===== config.mk =====
export PLATFORM = sky130hd
export DESIGN_NAME = pc_gen
export DESIGN_NICKNAME = d
export VERILOG_FILES = /design/src/rtl/pc_gen.sv
export SDC_FILE = /design/constraint.sdc
export NUM_CORES = 1
export LEC_CHECK = 0
export ABC_AREA = 1
export BUFFER_PORTS_ARGS = -buffer_cell sky130_fd_sc_hd__buf_4
export CORE_UTILIZATION = 59
export DETAILED_ROUTE_END_ITERATION = 6
export PLACE_DENSITY_LB_ADDON = 0.3
export SYNTH_ARGS = -nofsm -noshare
export SYNTH_HDL_FRONTEND = slang
export SYNTH_SLANG_ARGS = --single-unit

===== constraint.sdc =====
create_clock -name clk -period 5.75 [get_ports clk]
set_input_delay 1.725 -clock clk [delete_from_list [all_inputs] [get_ports clk]]
set_output_delay 1.725 -clock clk [all_outputs]
set_load 0.05 [all_outputs]

===== src/rtl/pc_gen.sv =====
// Fetch-stage program-counter generator: owns the IF PC register, selects the next PC
// from sequential/branch/jump/register-jump/exception/eret sources, and drives flush strobes.
module pc_gen #(
  parameter logic [31:0] RESET_VEC = 32'hBFC0_0000,
  parameter logic [31:0] EXC_VEC   = 32'hBFC0_0380,
  parameter int unsigned ERET_ADJ  = 4
) (
  input  logic        clk,
  input  logic        resetn,
  input  logic        pc_wr,
  input  logic [1:0]  npc_op,
  input  logic [31:0] br_base,
  input  logic [25:0] imm,
  input  logic [31:0] ret_addr,
  input  logic [31:0] epc,
  input  logic        eret_flush,
  input  logic        ex,
  output logic [31:0] pc,
  output logic [31:0] npc,
  output logic        pend_valid,
  output logic        pc_adel,
  output logic        if_flush,
  output logic        id_flush,
  output logic        ex_flush
);

  localparam logic [31:0] ERET_ADJ_W = 32'(ERET_ADJ);

  logic [31:0] pc_r;
  logic        pend_valid_r;
  logic [31:0] pend_addr_r;
  logic [31:0] seq_pc_s;
  logic [31:0] target_s;
  logic [31:0] npc_s;
  logic        redirect_s;
  logic        trap_s;
  logic        pend_valid_nxt_s;
  logic [31:0] pend_addr_nxt_s;

  assign seq_pc_s   = pc_r + 32'd4;
  assign redirect_s = (npc_op != 2'b00);
  assign trap_s     = eret_flush || ex;

  // Redirect target decoded from the ID-stage control-flow op.
  always_comb begin
    target_s = seq_pc_s;
    case (npc_op)
      2'b01:   target_s = br_base + {{14{imm[15]}}, imm[15:0], 2'b00};
      2'b10:   target_s = {br_base[31:28], imm, 2'b00};
      2'b11:   target_s = ret_addr;
      default: target_s = seq_pc_s;
    endcase
  end

  // Next-PC priority select; eret beats exception, and both override a stall.
  always_comb begin
    npc_s = pc_r;
    if (eret_flush) begin
      npc_s = epc + ERET_ADJ_W;
    end else if (ex) begin
      npc_s = EXC_VEC;
    end else if (pc_wr && redirect_s) begin
      npc_s = target_s;
    end else if (pc_wr && pend_valid_r) begin
      npc_s = pend_addr_r;
    end else if (pc_wr) begin
      npc_s = seq_pc_s;
    end else begin
      npc_s = pc_r;
    end
  end

  // Pending-redirect bookkeeping: capture a redirect that resolves while fetch is stalled.
  always_comb begin
    pend_valid_nxt_s = pend_valid_r;
    pend_addr_nxt_s  = pend_addr_r;
    if (trap_s || pc_wr) begin
      pend_valid_nxt_s = 1'b0;
      pend_addr_nxt_s  = pend_addr_r;
    end else if (redirect_s) begin
      pend_valid_nxt_s = 1'b1;
      pend_addr_nxt_s  = target_s;
    end else begin
      pend_valid_nxt_s = pend_valid_r;
      pend_addr_nxt_s  = pend_addr_r;
    end
  end

  // State registers; reset discards any buffered redirect.
  always_ff @(posedge clk) begin
    if (!resetn) begin
      pc_r         <= RESET_VEC;
      pend_valid_r <= 1'b0;
      pend_addr_r  <= 32'h0000_0000;
    end else begin
      pc_r         <= npc_s;
      pend_valid_r <= pend_valid_nxt_s;
      pend_addr_r  <= pend_addr_nxt_s;
    end
  end

  // Flush strobes: any taken redirect kills IF; traps kill IF/ID/EX.
  always_comb begin
    if_flush = 1'b0;
    id_flush = 1'b0;
    ex_flush = 1'b0;
    if (trap_s) begin
      if_flush = 1'b1;
      id_flush = 1'b1;
      ex_flush = 1'b1;
    end else if (pc_wr && (redirect_s || pend_valid_r)) begin
      if_flush = 1'b1;
    end else begin
      if_flush = 1'b0;
    end
  end

  assign pc         = pc_r;
  assign npc        = npc_s;
  assign pend_valid = pend_valid_r;
  assign pc_adel    = |pc_r[1:0];

endmodule

# Yosys cells after proc, flatten, opt, wreduce, memory -nomap -nowiden
# Cells that the tools add are included.
# word_totals
regBits,65
inputBits,129
out_inout_bits,69
word_cells,30
# classes
add_sub_neg,3
n_eq_ne,3
mux,9
bitwise_logic,2
reduce_logical,10
# ops
op,n
$mux 32,5
$pmux 32 s3,1
$add 32x3->32 const B,2
$add 32x32->32,1
$eq 2x2->1 const B,2
$reduce_or 2->1,2
$logic_and 1x1->1,3
$logic_or 1x1->1,3
$mux 1,3
$eq 2x1->1 const B,1
$not 1->1,2
$reduce_and 2->1,1
$reduce_bool 2->1,1

# Logic depth before layout (Yosys ltp)
# depth
ltp_word,6
depth_mapped,15
ltp_nobuf,15

# Worst setup path before layout
# Ideal clock, no wire load.
# synth_timing
kind,in2out
startpoint,input br_base[2]
endpoint,output npc[30]
t_arrival_ns,3.462
t_required_ns,4.025
slack_ns,0.563
cell_stages,14
path_buffers,0
path_cell_list,ha_1 inv_1 fa_1 inv_1 nand3_1 nand3_1 nand3_1 nand3_1 nand2_1 nand3_1 nand3_1 nand2_1 nand2_1 nand2_1
# synth_via
elab_chain_len,5
# synth_rtl
element,line_no,rtl
from (decl),12,"input logic [31:0] br_base,"
$add 32x32->32,48,"2'b01: target_s = br_base + {{14{imm[15]}}, imm[15:0], 2'b00};"
$pmux 32 s3,47,case (npc_op)
$mux 32,62,end else if (pc_wr && redirect_s) begin
$mux 32,60,end else if (ex) begin
$mux 32,58,if (eret_flush) begin
to (decl),19,"output logic [31:0] npc,"
# No other way between the ends.

# Worst setup path in the final report
# layout_timing
startpoint,input imm[0]
endpoint,output npc[24]
# layout_via
elab_chain_len,5
# layout_rtl
element,line_no,rtl
from (decl),13,"input logic [25:0] imm,"
$add 32x32->32,48,
$pmux 32 s3,47,
$mux 32,62,
$mux 32,60,
$mux 32,58,
# No other way between the ends.

==> qor.yml <==
min_path:
  min_to: "pend_addr_r[1]"
  hold_path_depth: 2
  hold_class: "register to register"
  min-delay-start: "pend_addr_r[1]"
logic_synthesis:
  dominantRegCellSynth: "dfxtp_1"
  synth_nets: 1568
  netlist_instances: 1407
  yosys.area_share.simple_pct: 42.0
  synth_adder_area_share_pct: 5.31
  synth_area_leaders: "nand2_1, dfxtp_1, inv_1, a21oi_1, nand3_1"
  synth_area_mm2: 0.00769
  synth_top_family_by_area: "simple AND/OR/NAND/NOR gates"
  synth_compound_area_share_pct: 18.6
  yosysTopAreaCell: "nand2_1"
  synth_edf_count: 0
  synthArstFlopShare_pct: 0
  synth_top_area_share_pct: 21.6
  muxShareOfSynthArea_pct: 0
  ys_top_cells_by_count: "nand2_1, inv_1, nor2_1"
  synthDistinctLibCells: 46
  synth-seq-area-share_pct: 16.9
  yosysWarnings: 0
  yosys.area_share.xor_xnor_pct: 2.62
  synth.most_common_cell: "nand2_1"
  syn_area_per_cell_um2: 5.46
  ys_ff_latch: 65
worst_setup_path:
  startpoint_type: "input port"
  worst_setup_path_end_kind: "primary output"
  r2r_slack_ns: 3.49
  max_stage_delay_ns: 0.36
  crit_arrival_ns: 3.86
  crit_type: "input port to primary output"
  rr_worst_depth: 12
  cp_cell_sequence: "buf_4, ha_1, inv_1, fa_1, inv_1, nand3_1, nand3_1, nand2_1, nand2_1, nand2_1, nand3_1, nand2_1, nand3_1, nand4_1, nand2_1, inv_1, buf_4"
  crit_top_cell: "nand2_1"
  crit_fanout: 5
  rr_endpoint: "pc[24]"
  reg2reg_from: "pc[2]"
  slowest_stage: "fa_1"
  critical_path_required_ns: 4.03
global_route:
  grt_max_degree: 35
  antenna_found_initial: 0
  grt_pass1_vias: 8974
  grt_overflow: 0
  grt_pass1_wl_mm: 43.3
  track_usage_pct: 41.7
die:
  io_pins: 198
  die_h_um: 116
  std_cell_rows: 41
  coreArea_mm2: 0.0127
  dieWidth_um: 116
  start_util_pct: 60.7
  die-area_mm2: 0.0135
drt:
  vias_per_cell: 5.75
  first_pass_iters: 7
  final_antenna_net_count: 0
  post_drt_wl_per_cell_um: 16.1
  wl_mm: 28.4
  drtIter0Drc: 1221
  vias: 10100
  drc: 1
power:
  p_leak_nw: 5.18
  max-vdd-ir-drop_uv: 216
  powerDensity_mw_per_mm2: 195
layout:
  layout-drive-gt1-share_pct: 16.0
  multi_input_area_mm2: 0.00528
  regArea_mm2: 0.00130
  fill_cells: 1102
  areaGrowthSynthToFinish_pct: 25.2
  insertedDiodeCount: 0
  nNetsFinal: 1747
sta:
  rsz0062_at_grt: "false"
  hold_viol_final: 0
  tns_ns: 0
  period_needed_ns: 5.59
  fin_skew_ns: 0.00650
  slew_viol_final: 0
  max_freq_mhz: 179
  hold_slack_ns: 0.483
  setup_violations: 0
  tightest_slew_ns: 1.06
  finalCritPeriodShare_pct: 97.2
  slew-limit-headroom_pct: 28.6
clocking:
  ctsRootBufferMaster: "clkbuf_16"
  cts_max_level: 3
  insertion_delay_ns: 0.34
  cts_buffers: 9
  clk_pin_slew_ns: 0.06
  clock_sink_count: 65
  cts_tree: "yes"
  cts_buffer_depth: 2
  ctsHoldBuffers: 0
flow_run:
  cap_violations: 0
status:
  violations: "design-rule violations"
  outcome: "complete, but fails checks"
place:
  hpwlAfterDp_mm: 22.5
  port_buffers: 197
  place.gp.congestion: 1.02
==> flip-flops by register name (all words and copies together), names as in the netlist <==
name	cells
pc	32
pend_addr_r	32
pend_valid	1
==> worst max-delay path: cells and delay by family <==
kind | cells | cell delay [ns]
buf+inv | 5 | 0.52
fa+ha+maj | 2 | 0.53
simple gates | 10 | 1.07
==> repair_timing <==
item                       4_1_cts  5_1_grt
resized for setup                0        1
setup buffers                    0        0
setup endpoints to repair        0        1
==> worst max path at each step <==
stage / startpoint / endpoint / slack, ns / cells after the start
finish: imm[0] / npc[24] / 0.16 / 17
global route: imm[0] / npc[24] / 0.01 / 17
CTS: imm[0] / npc[22] / 0.20 / 17
detailed placement: imm[0] / npc[22] / 0.21 / 17
global placement: imm[15] / npc[25] / 0.26 / 12
floorplan: br_base[2] / npc[30] / 0.56 / 14
==> metal layers <==
metal	GRT usage (%)	vias to the layer above	wire length, um
li1	-	4887	-
met1	55.1	4449	11500
met2	65.8	687	12300
met3	6.54	111	3190
met4	21.5	0	1410
met5	0	-	0
==> power breakdown <==
group / total, mW / internal (mW) / switching (mW)
combinational: 0.738 / 0.248 / 0.490
clock: 0.629 / 0.419 / 0.210
sequential: 0.506 / 0.476 / 0.0294
==> cell usage in the layout (no fill, tap or decap), types with 5 or more instances in the layout <==
cell and instances:
nand2_1 443, inv_1 241, buf_4 210, nor2_1 117
a21oi_1 107, nand3_1 100, o21ai_0 69, dfxtp_1 65
ha_1 31, nand4_1 29, a221oi_1 19, nor3_1 19
xor2_1 13, nand3b_1 11, xnor2_1 10, o21bai_1 9
clkbuf_16 9, a22oi_1 7, o21a_1 7, nor2_4 6
o211ai_1 6, o22ai_1 5
==> metrics by stage <==
stage / instances / total power, mW / area (um2) / setup slack, ns / util (%)
2_1_floorplan: 1407 / 0.980 / 7690 / 0.563 / -
3_3_place_gp: 1747 / 1.22 / 9290 / 0.256 / 73.3
3_5_place_dp: 1747 / 1.23 / 9290 / 0.212 / 73.3
4_1_cts: 1762 / 1.85 / 9620 / 0.204 / 75.9
5_1_grt: 1762 / 1.95 / 9630 / 0.0111 / 76.0
6_report: 1762 / 1.87 / 9630 / 0.161 / 76.0
==> area by class of cell <==
| type | instances | area share, % |
|---|---|---|
| repair buffers | 210 | 16.4 |
| well taps | 172 | 2.24 |
| multi-input cells | 1053 | 54.8 |
| flip-flops and latches | 65 | 13.5 |
| inverters | 247 | 9.63 |
| clock buffers | 9 | 2.34 |
| clock inverters | 6 | 1.12 |
==> logic make-up (layout without fill, tap and decap cells) <==
logic type / Yosys count / in the layout
xor gates and xnor gates: 23 / 23
adders and majority gates: 32 / 32
AOI/OAI and AO/OA: 247 / 247
and+or+nand+nor: 751 / 751
DFF: 65 / 65
buffers and inverters: 289 / 472
Note: power is estimated with default switching activity, not from simulation.
